$ cat src/rtl/lcd_redraw_engine.sv
// Frame-buffer to parallel LCD redraw engine: fetches PIXELS words over a
// one-outstanding read port and strobes them out after a memory-write command.
module lcd_redraw_engine #(
   parameter int unsigned       DATA_W    = 16,
   parameter int unsigned       PIXELS    = 76800,
   parameter int unsigned       WR_CYCLES = 2,
   parameter int unsigned       TICK_DIV  = 50000,
   parameter logic [DATA_W-1:0] WRMEM_CMD = DATA_W'(16'h002C)
) (
   input  logic              clk_i,
   input  logic              rst_n_i,
   input  logic [DATA_W-1:0] ctrl_data_i,
   input  logic              ctrl_rd_i,
   input  logic              ctrl_wr_i,
   input  logic              ctrl_rs_i,
   input  logic [15:0]       fps_delay_i,
   input  logic              redraw_stb_i,
   input  logic              redraw_en_i,
   input  logic [31:0]       dma_addr_i,
   output logic              dma_busy_o,
   output logic [31:0]       mem_address_o,
   output logic              mem_read_o,
   input  logic              mem_waitrequest_i,
   input  logic [DATA_W-1:0] mem_readdata_i,
   input  logic              mem_readdatavalid_i,
   output logic [DATA_W-1:0] lcd_data_o,
   output logic              lcd_wr_n_o,
   output logic              lcd_rd_n_o,
   output logic              lcd_rs_o,
   output logic              lcd_cs_n_o
);

   localparam int unsigned IDX_W = (PIXELS > 1) ? $clog2(PIXELS) : 1;
   localparam int unsigned PH_W  = (WR_CYCLES > 1) ? $clog2(WR_CYCLES) : 1;
   localparam int unsigned GAP_W = 16 + $clog2(TICK_DIV + 1);

   localparam logic [IDX_W-1:0] IDX_LAST = IDX_W'(PIXELS - 1);
   localparam logic [PH_W-1:0]  PH_LAST  = PH_W'(WR_CYCLES - 1);
   localparam logic [GAP_W-1:0] TICKS    = GAP_W'(TICK_DIV);

   localparam logic [2:0] S_IDLE    = 3'd0;
   localparam logic [2:0] S_CMD_LO  = 3'd1;
   localparam logic [2:0] S_CMD_HI  = 3'd2;
   localparam logic [2:0] S_RD_REQ  = 3'd3;
   localparam logic [2:0] S_RD_WAIT = 3'd4;
   localparam logic [2:0] S_PIX_LO  = 3'd5;
   localparam logic [2:0] S_PIX_HI  = 3'd6;

   logic [2:0]        state_q, state_d;
   logic [PH_W-1:0]   phase_q, phase_d;
   logic [IDX_W-1:0]  idx_q, idx_d;
   logic [31:0]       base_q, base_d;
   logic              pend_q, pend_d;
   logic [GAP_W-1:0]  gap_q, gap_d;
   logic [DATA_W-1:0] lcd_data_q, lcd_data_d;
   logic              lcd_wr_n_q, lcd_wr_n_d;
   logic              lcd_rd_n_q, lcd_rd_n_d;
   logic              lcd_rs_q, lcd_rs_d;
   logic              lcd_cs_n_q, lcd_cs_n_d;
   logic              mem_read_q, mem_read_d;
   logic [31:0]       mem_addr_q, mem_addr_d;
   logic              busy_q, busy_d;
   logic              start_frame;
   logic              phase_done;

   always_comb begin
      state_d     = state_q;
      phase_d     = phase_q;
      idx_d       = idx_q;
      base_d      = base_q;
      pend_d      = pend_q;
      gap_d       = (gap_q != '0) ? gap_q - 1'b1 : gap_q;
      start_frame = 1'b0;
      phase_done  = (phase_q == PH_LAST);

      case (state_q)
         S_IDLE: begin
            if (redraw_stb_i || pend_q || (redraw_en_i && gap_q == '0)) begin
               start_frame = 1'b1;
               state_d     = S_CMD_LO;
               base_d      = dma_addr_i & 32'hFFFF_FFFE;
               idx_d       = '0;
               phase_d     = '0;
            end
         end
         S_CMD_LO, S_CMD_HI, S_PIX_LO: begin
            if (phase_done) begin
               phase_d = '0;
               state_d = (state_q == S_CMD_LO) ? S_CMD_HI :
                         (state_q == S_CMD_HI) ? S_RD_REQ : S_PIX_HI;
            end else begin
               phase_d = phase_q + 1'b1;
            end
         end
         S_RD_REQ: begin
            if (!mem_waitrequest_i) state_d = S_RD_WAIT;
         end
         S_RD_WAIT: begin
            if (mem_readdatavalid_i) state_d = S_PIX_LO;
         end
         S_PIX_HI: begin
            if (phase_done) begin
               phase_d = '0;
               if (idx_q == IDX_LAST) begin
                  state_d = S_IDLE;
                  // Loading zero makes the very next IDLE cycle count as expired.
                  gap_d   = GAP_W'(fps_delay_i) * TICKS;
               end else begin
                  idx_d   = idx_q + 1'b1;
                  state_d = S_RD_REQ;
               end
            end else begin
               phase_d = phase_q + 1'b1;
            end
         end
         default: state_d = S_IDLE;
      endcase

      if (start_frame) pend_d = 1'b0;
      else if (redraw_stb_i && busy_q) pend_d = 1'b1;
   end

   // Outputs are registered from the next state so the LCD pins never glitch.
   always_comb begin
      lcd_data_d = lcd_data_q;
      lcd_wr_n_d = 1'b1;
      lcd_rd_n_d = 1'b1;
      lcd_rs_d   = lcd_rs_q;
      lcd_cs_n_d = 1'b0;
      mem_read_d = (state_d == S_RD_REQ);
      mem_addr_d = mem_addr_q;
      busy_d     = (state_d != S_IDLE);

      if (state_q == S_IDLE && state_d == S_IDLE) begin
         lcd_data_d = ctrl_data_i;
         lcd_wr_n_d = ~ctrl_wr_i;
         lcd_rd_n_d = ~ctrl_rd_i;
         lcd_rs_d   = ctrl_rs_i;
      end else begin
         case (state_d)
            S_CMD_LO: begin
               lcd_data_d = WRMEM_CMD;
               lcd_rs_d   = 1'b0;
               lcd_wr_n_d = 1'b0;
            end
            S_CMD_HI: begin
               lcd_data_d = WRMEM_CMD;
               lcd_rs_d   = 1'b0;
            end
            S_RD_REQ: begin
               if (state_q != S_RD_REQ) mem_addr_d = base_q + (32'(idx_d) << 1);
            end
            S_PIX_LO: begin
               lcd_wr_n_d = 1'b0;
               if (state_q == S_RD_WAIT) begin
                  lcd_data_d = mem_readdata_i;
                  lcd_rs_d   = 1'b1;
               end
            end
            default: ;
         endcase
      end
   end

   always_ff @(posedge clk_i) begin
      if (!rst_n_i) begin
         state_q    <= S_IDLE;
         phase_q    <= '0;
         idx_q      <= '0;
         base_q     <= '0;
         pend_q     <= 1'b0;
         gap_q      <= '0;
         lcd_data_q <= '0;
         lcd_wr_n_q <= 1'b1;
         lcd_rd_n_q <= 1'b1;
         lcd_rs_q   <= 1'b1;
         lcd_cs_n_q <= 1'b1;
         mem_read_q <= 1'b0;
         mem_addr_q <= '0;
         busy_q     <= 1'b0;
      end else begin
         state_q    <= state_d;
         phase_q    <= phase_d;
         idx_q      <= idx_d;
         base_q     <= base_d;
         pend_q     <= pend_d;
         gap_q      <= gap_d;
         lcd_data_q <= lcd_data_d;
         lcd_wr_n_q <= lcd_wr_n_d;
         lcd_rd_n_q <= lcd_rd_n_d;
         lcd_rs_q   <= lcd_rs_d;
         lcd_cs_n_q <= lcd_cs_n_d;
         mem_read_q <= mem_read_d;
         mem_addr_q <= mem_addr_d;
         busy_q     <= busy_d;
      end
   end

   assign dma_busy_o    = busy_q;
   assign mem_address_o = mem_addr_q;
   assign mem_read_o    = mem_read_q;
   assign lcd_data_o    = lcd_data_q;
   assign lcd_wr_n_o    = lcd_wr_n_q;
   assign lcd_rd_n_o    = lcd_rd_n_q;
   assign lcd_rs_o      = lcd_rs_q;
   assign lcd_cs_n_o    = lcd_cs_n_q;

endmodule

$ cat config.mk
export PLATFORM = sky130hd
export DESIGN_NAME = lcd_redraw_engine
export DESIGN_NICKNAME = d
export VERILOG_FILES = /design/src/rtl/lcd_redraw_engine.sv
export SDC_FILE = /design/constraint.sdc
export NUM_CORES = 1
export LEC_CHECK = 0
export BUFFER_PORTS_ARGS = -buffer_cell sky130_fd_sc_hd__buf_2
export CAP_MARGIN = 10
export CORE_UTILIZATION = 40
export DETAILED_ROUTE_END_ITERATION = 8
export HOLD_SLACK_MARGIN = 0.05
export PLACE_DENSITY = 0.67
export SLEW_MARGIN = 20
export SYNTH_ARGS = -nofsm -noshare
export SYNTH_HDL_FRONTEND = slang
export SYNTH_SLANG_ARGS = --single-unit
$ cat constraint.sdc
create_clock -name clk_i -period 4.8 [get_ports clk_i]
set_clock_uncertainty 0.15 [all_clocks]
set_input_delay 0.72 -clock clk_i [delete_from_list [all_inputs] [get_ports clk_i]]
set_output_delay 0.72 -clock clk_i [all_outputs]
set_load 0.03 [all_outputs]
==> summary.md <==
| Metric | Value |
|---|---|
| Worst Hold Slack | about 0.30 ns |
| Post-DP HPWL | 20400 um |
| Core ar. | 0.0253 mm2 |
| I/O pin count | 143 |
| Register bit total from synthesis | 138 |
| Top cells by area, synth | dfxtp_1 (27%), ha_1 (16%), fa_1 (7.1%), a21oi_1 (5.7%), nand2_1 (5.5%) |
| Library cells used by synthesis | 67 |
| Top Usage Layer GRT | met2 |
| Final net count | 1756 |
| Fin. Hold Viols | 0 |
| # diodes | 0 |
| Hold Buf Count CTS | 0 |
| Post-synth top area share | 0.266 |
| ANT nets after route | 0 |
| Routed WL per cell | 14.5 um |
| Sequential area share after synthesis | 0.266 |
| Top_reg_cell synth | dfxtp_1 |
| R2R depth | 17 |
| CP startpoint kind | register |
| Drt first pass iters | 4 |
| Row cnt | 58 |
| P_leak | slightly above 0.006 uW |
| Largest net degree at the start of global routing | 61 |
| Largest area contributor in the netlist | dfxtp_1 |
| Chip width | 163 um |
| Outcome | finished clean |
| Share of cells above drive strength 1 | 0.245 |
| Synth warn | 0 |
| Syn Nets | 1520 |
| CTS tree | done |
| Worst Hold Depth | 2 |
| First DRT Iteration DRCs | 363 |
| P_int | about 4200 uW |
| Global-route wire length before repair | 44300 um |
| Critical Path RT | 4.96 ns |
| GRT Total Usage | 0.204 |
| Filler cell count | about 2300 |
| Number of global-route vias before repair | 9311 |
| Syn Area/Cell | 8.26 um2 |
| Clock buffer depth | 2 |
| Arr. time, crit path | 4.91 ns |
| M2 GR Usage | 0.362 |
| Vias | 9543 |
| CP endpoint kind | register |
| RSZ-0062 raised after global routing | true |
| Number of synthesized flops with an enable pin | 0 |
| Worst-path clk slew | roughly 0.06 ns |
| Clk sinks | 138 |
| Flop pwr share | 0.218 |
| PwrDens | between 500 and 600 mW/mm2 |
| DR DRC count | 0 |
| Min Clock Period, post-route | 4.75 ns |
| Met1 Resource Use GR | 0.254 |
| Fmax | 211 MHz |
| Switching share of power | 0.415 |
| Synthesized area | 0.0104 mm2 |
| Placed cells | 1801 |
| Setup violators final | 0 |
| Most common cell after layout, fill and taps aside | nand2_1 |
| Initial antenna violation count | 2 |
| Worst-Skew Late Latency | 0.43 ns |
| Critical path fanouts, max | 3 |
| Slew @ Worst Pin | 1.01 ns |
| Final GP Congestion | 0.891 |
| Most frequent cells in the layout | nand2_1 (152), buf_2 (139), dfxtp_1 (137) |
| Starting density of the core | 0.411 |
| Maximum VDD drop | 269 uV |
| Total wire length | 26700 um |
| Max-cap violations | 0 |
| Clock network fraction of total power | 0.182 |
| Async set-reset flop share out of synthesis | 0 |
| Sw Pwr | 2980 uW |
| Met3 Usage GRT | 0.0356 |
| Slew headroom | 0.322 |
| CTS H-tree lvls | 4 |
| Final cycle utilization of the critical path | 0.989 |
| Die Y | 163 um |
| Root Driver | clkbuf_16 |
| DIE AREA | 0.0267 mm2 |
| Post-Syn Instances | 1260 |
| Comb pwr share | 0.600 |
| Vias per cell | 5.19 |
| Crit Path Category | register to register |
| CTS Buf Count | 17 |
| Worst Hold Class | register to register |
| I/O Buffers | 140 |
| Post-Layout Cell Count | 1839 |
| Area growth, synth to finish | 27.9% |
| Total grt overflow | 0 |
| Max Slew Vio Count | 0 |
==> routing by layer <==
layer / vias up / share of wire
met2: 184 / 0.49
li1: 4871 / -
met4: 4 / 0.0091
met1: 4465 / 0.45
met3: 19 / 0.040
met5: - / 0.00097
==> cell type report <==
type	instances	area [um2]	share of cell area
repair buffers	265	1670	0.126
clock buffers	19	443	0.0333
inverters	117	439	0.0330
clock inverters	13	144	0.0108
well taps	330	413	0.0310
multi-input cells	957	7430	0.559
flip-flops and latches	138	2760	0.208
==> registers in the layout, summed over array words and instances (netlist names) <==
signal         count
base_q            31
dma_busy_o         1
gap_q             32
idx_q             17
lcd_cs_n_o         1
lcd_data_o        16
lcd_rd_n_o         1
lcd_rs_o           1
lcd_wr_n_o         1
mem_address_o     31
mem_read_o         1
pend_q             1
phase_done         1
state_q            3
==> synthesized netlist by cell type, drive strengths merged, types with 23 or more instances <==
cell,count
fa,37
ha,134
clkbuf,37
nand3,23
xor2,27
o21ai,71
inv,117
a21oi,119
nand2,152
xnor2,51
dfxtp,138
a211oi,28
nor2,69
==> power by group through the flow <==
stage / logic [uW] / registers [uW] / clock network (uW)
5_1_grt: 4820 / 1600 / 1370
3_5_place_dp: 4110 / 1580 / 0
6_report: 4310 / 1570 / 1300
4_1_cts: 4180 / 1560 / 1330
3_3_place_gp: 4050 / 1570 / 0
2_1_floorplan: 2700 / 1680 / 0
==> critical path: stages, from the launching register on <==
cell and delay, ns:
dfxtp_2 0.32, or4_4 0.55, nor4_4 0.25, a41oi_2 0.18
nor2_2 0.17, nor2_2 0.06, a21o_1 0.18, mux2_4 0.28
ha_4 0.16, fa_2 0.33, a211o_1 0.35, a2111oi_4 0.41
o311ai_2 0.16, o41a_1 0.43, buf_4 0.17, a31oi_2 0.19
xor2_1 0.18, o21ai_1 0.08
==> kinds of logic after synthesis <==
group                      synth area share
DFF                                   0.266
and+or+nand+nor                       0.176
other                              0.000360
adders and majority gates             0.232
xor gates and xnor gates             0.0657
buffers and inverters                0.0612
muxes                               0.00686
AOI/OAI and AO/OA                     0.192
==> path summary, 6_finish.rpt <==
kind	startpoint	endpoint	slack [ns]
worst min register to register	mem_address_o[4]	mem_address_o[4]	0.30
worst max-delay path	gap_q[20]	mem_address_o[17]	0.05
worst max register to register	gap_q[20]	mem_address_o[17]	0.05
worst min-delay path	mem_address_o[4]	mem_address_o[4]	0.30
==> repair_timing <==
item | CTS | global route
pin swaps | 6 | 30
setup buffers | 1 | 5
endpoints found under the setup margin | 9 | 25
gates resized for setup | 8 | 37
==> metrics by stage <==
stage	setup WS (ns)	instance area, um2	power [uW]	setup TNS [ns]	utilization
after CTS	0.0000253	13100	7070	0	0.517
final	0.0536	13300	7180	0	0.525
after global routing	-0.149	13300	7790	-1.17	0.525
after detailed placement	-0.460	12400	5690	-3.57	0.491
after floorplan	0.0136	10600	4380	0	-
after global placement	-0.368	12400	5620	-2.67	0.491
No activity file was read; power rests on OpenSTA's default activity.
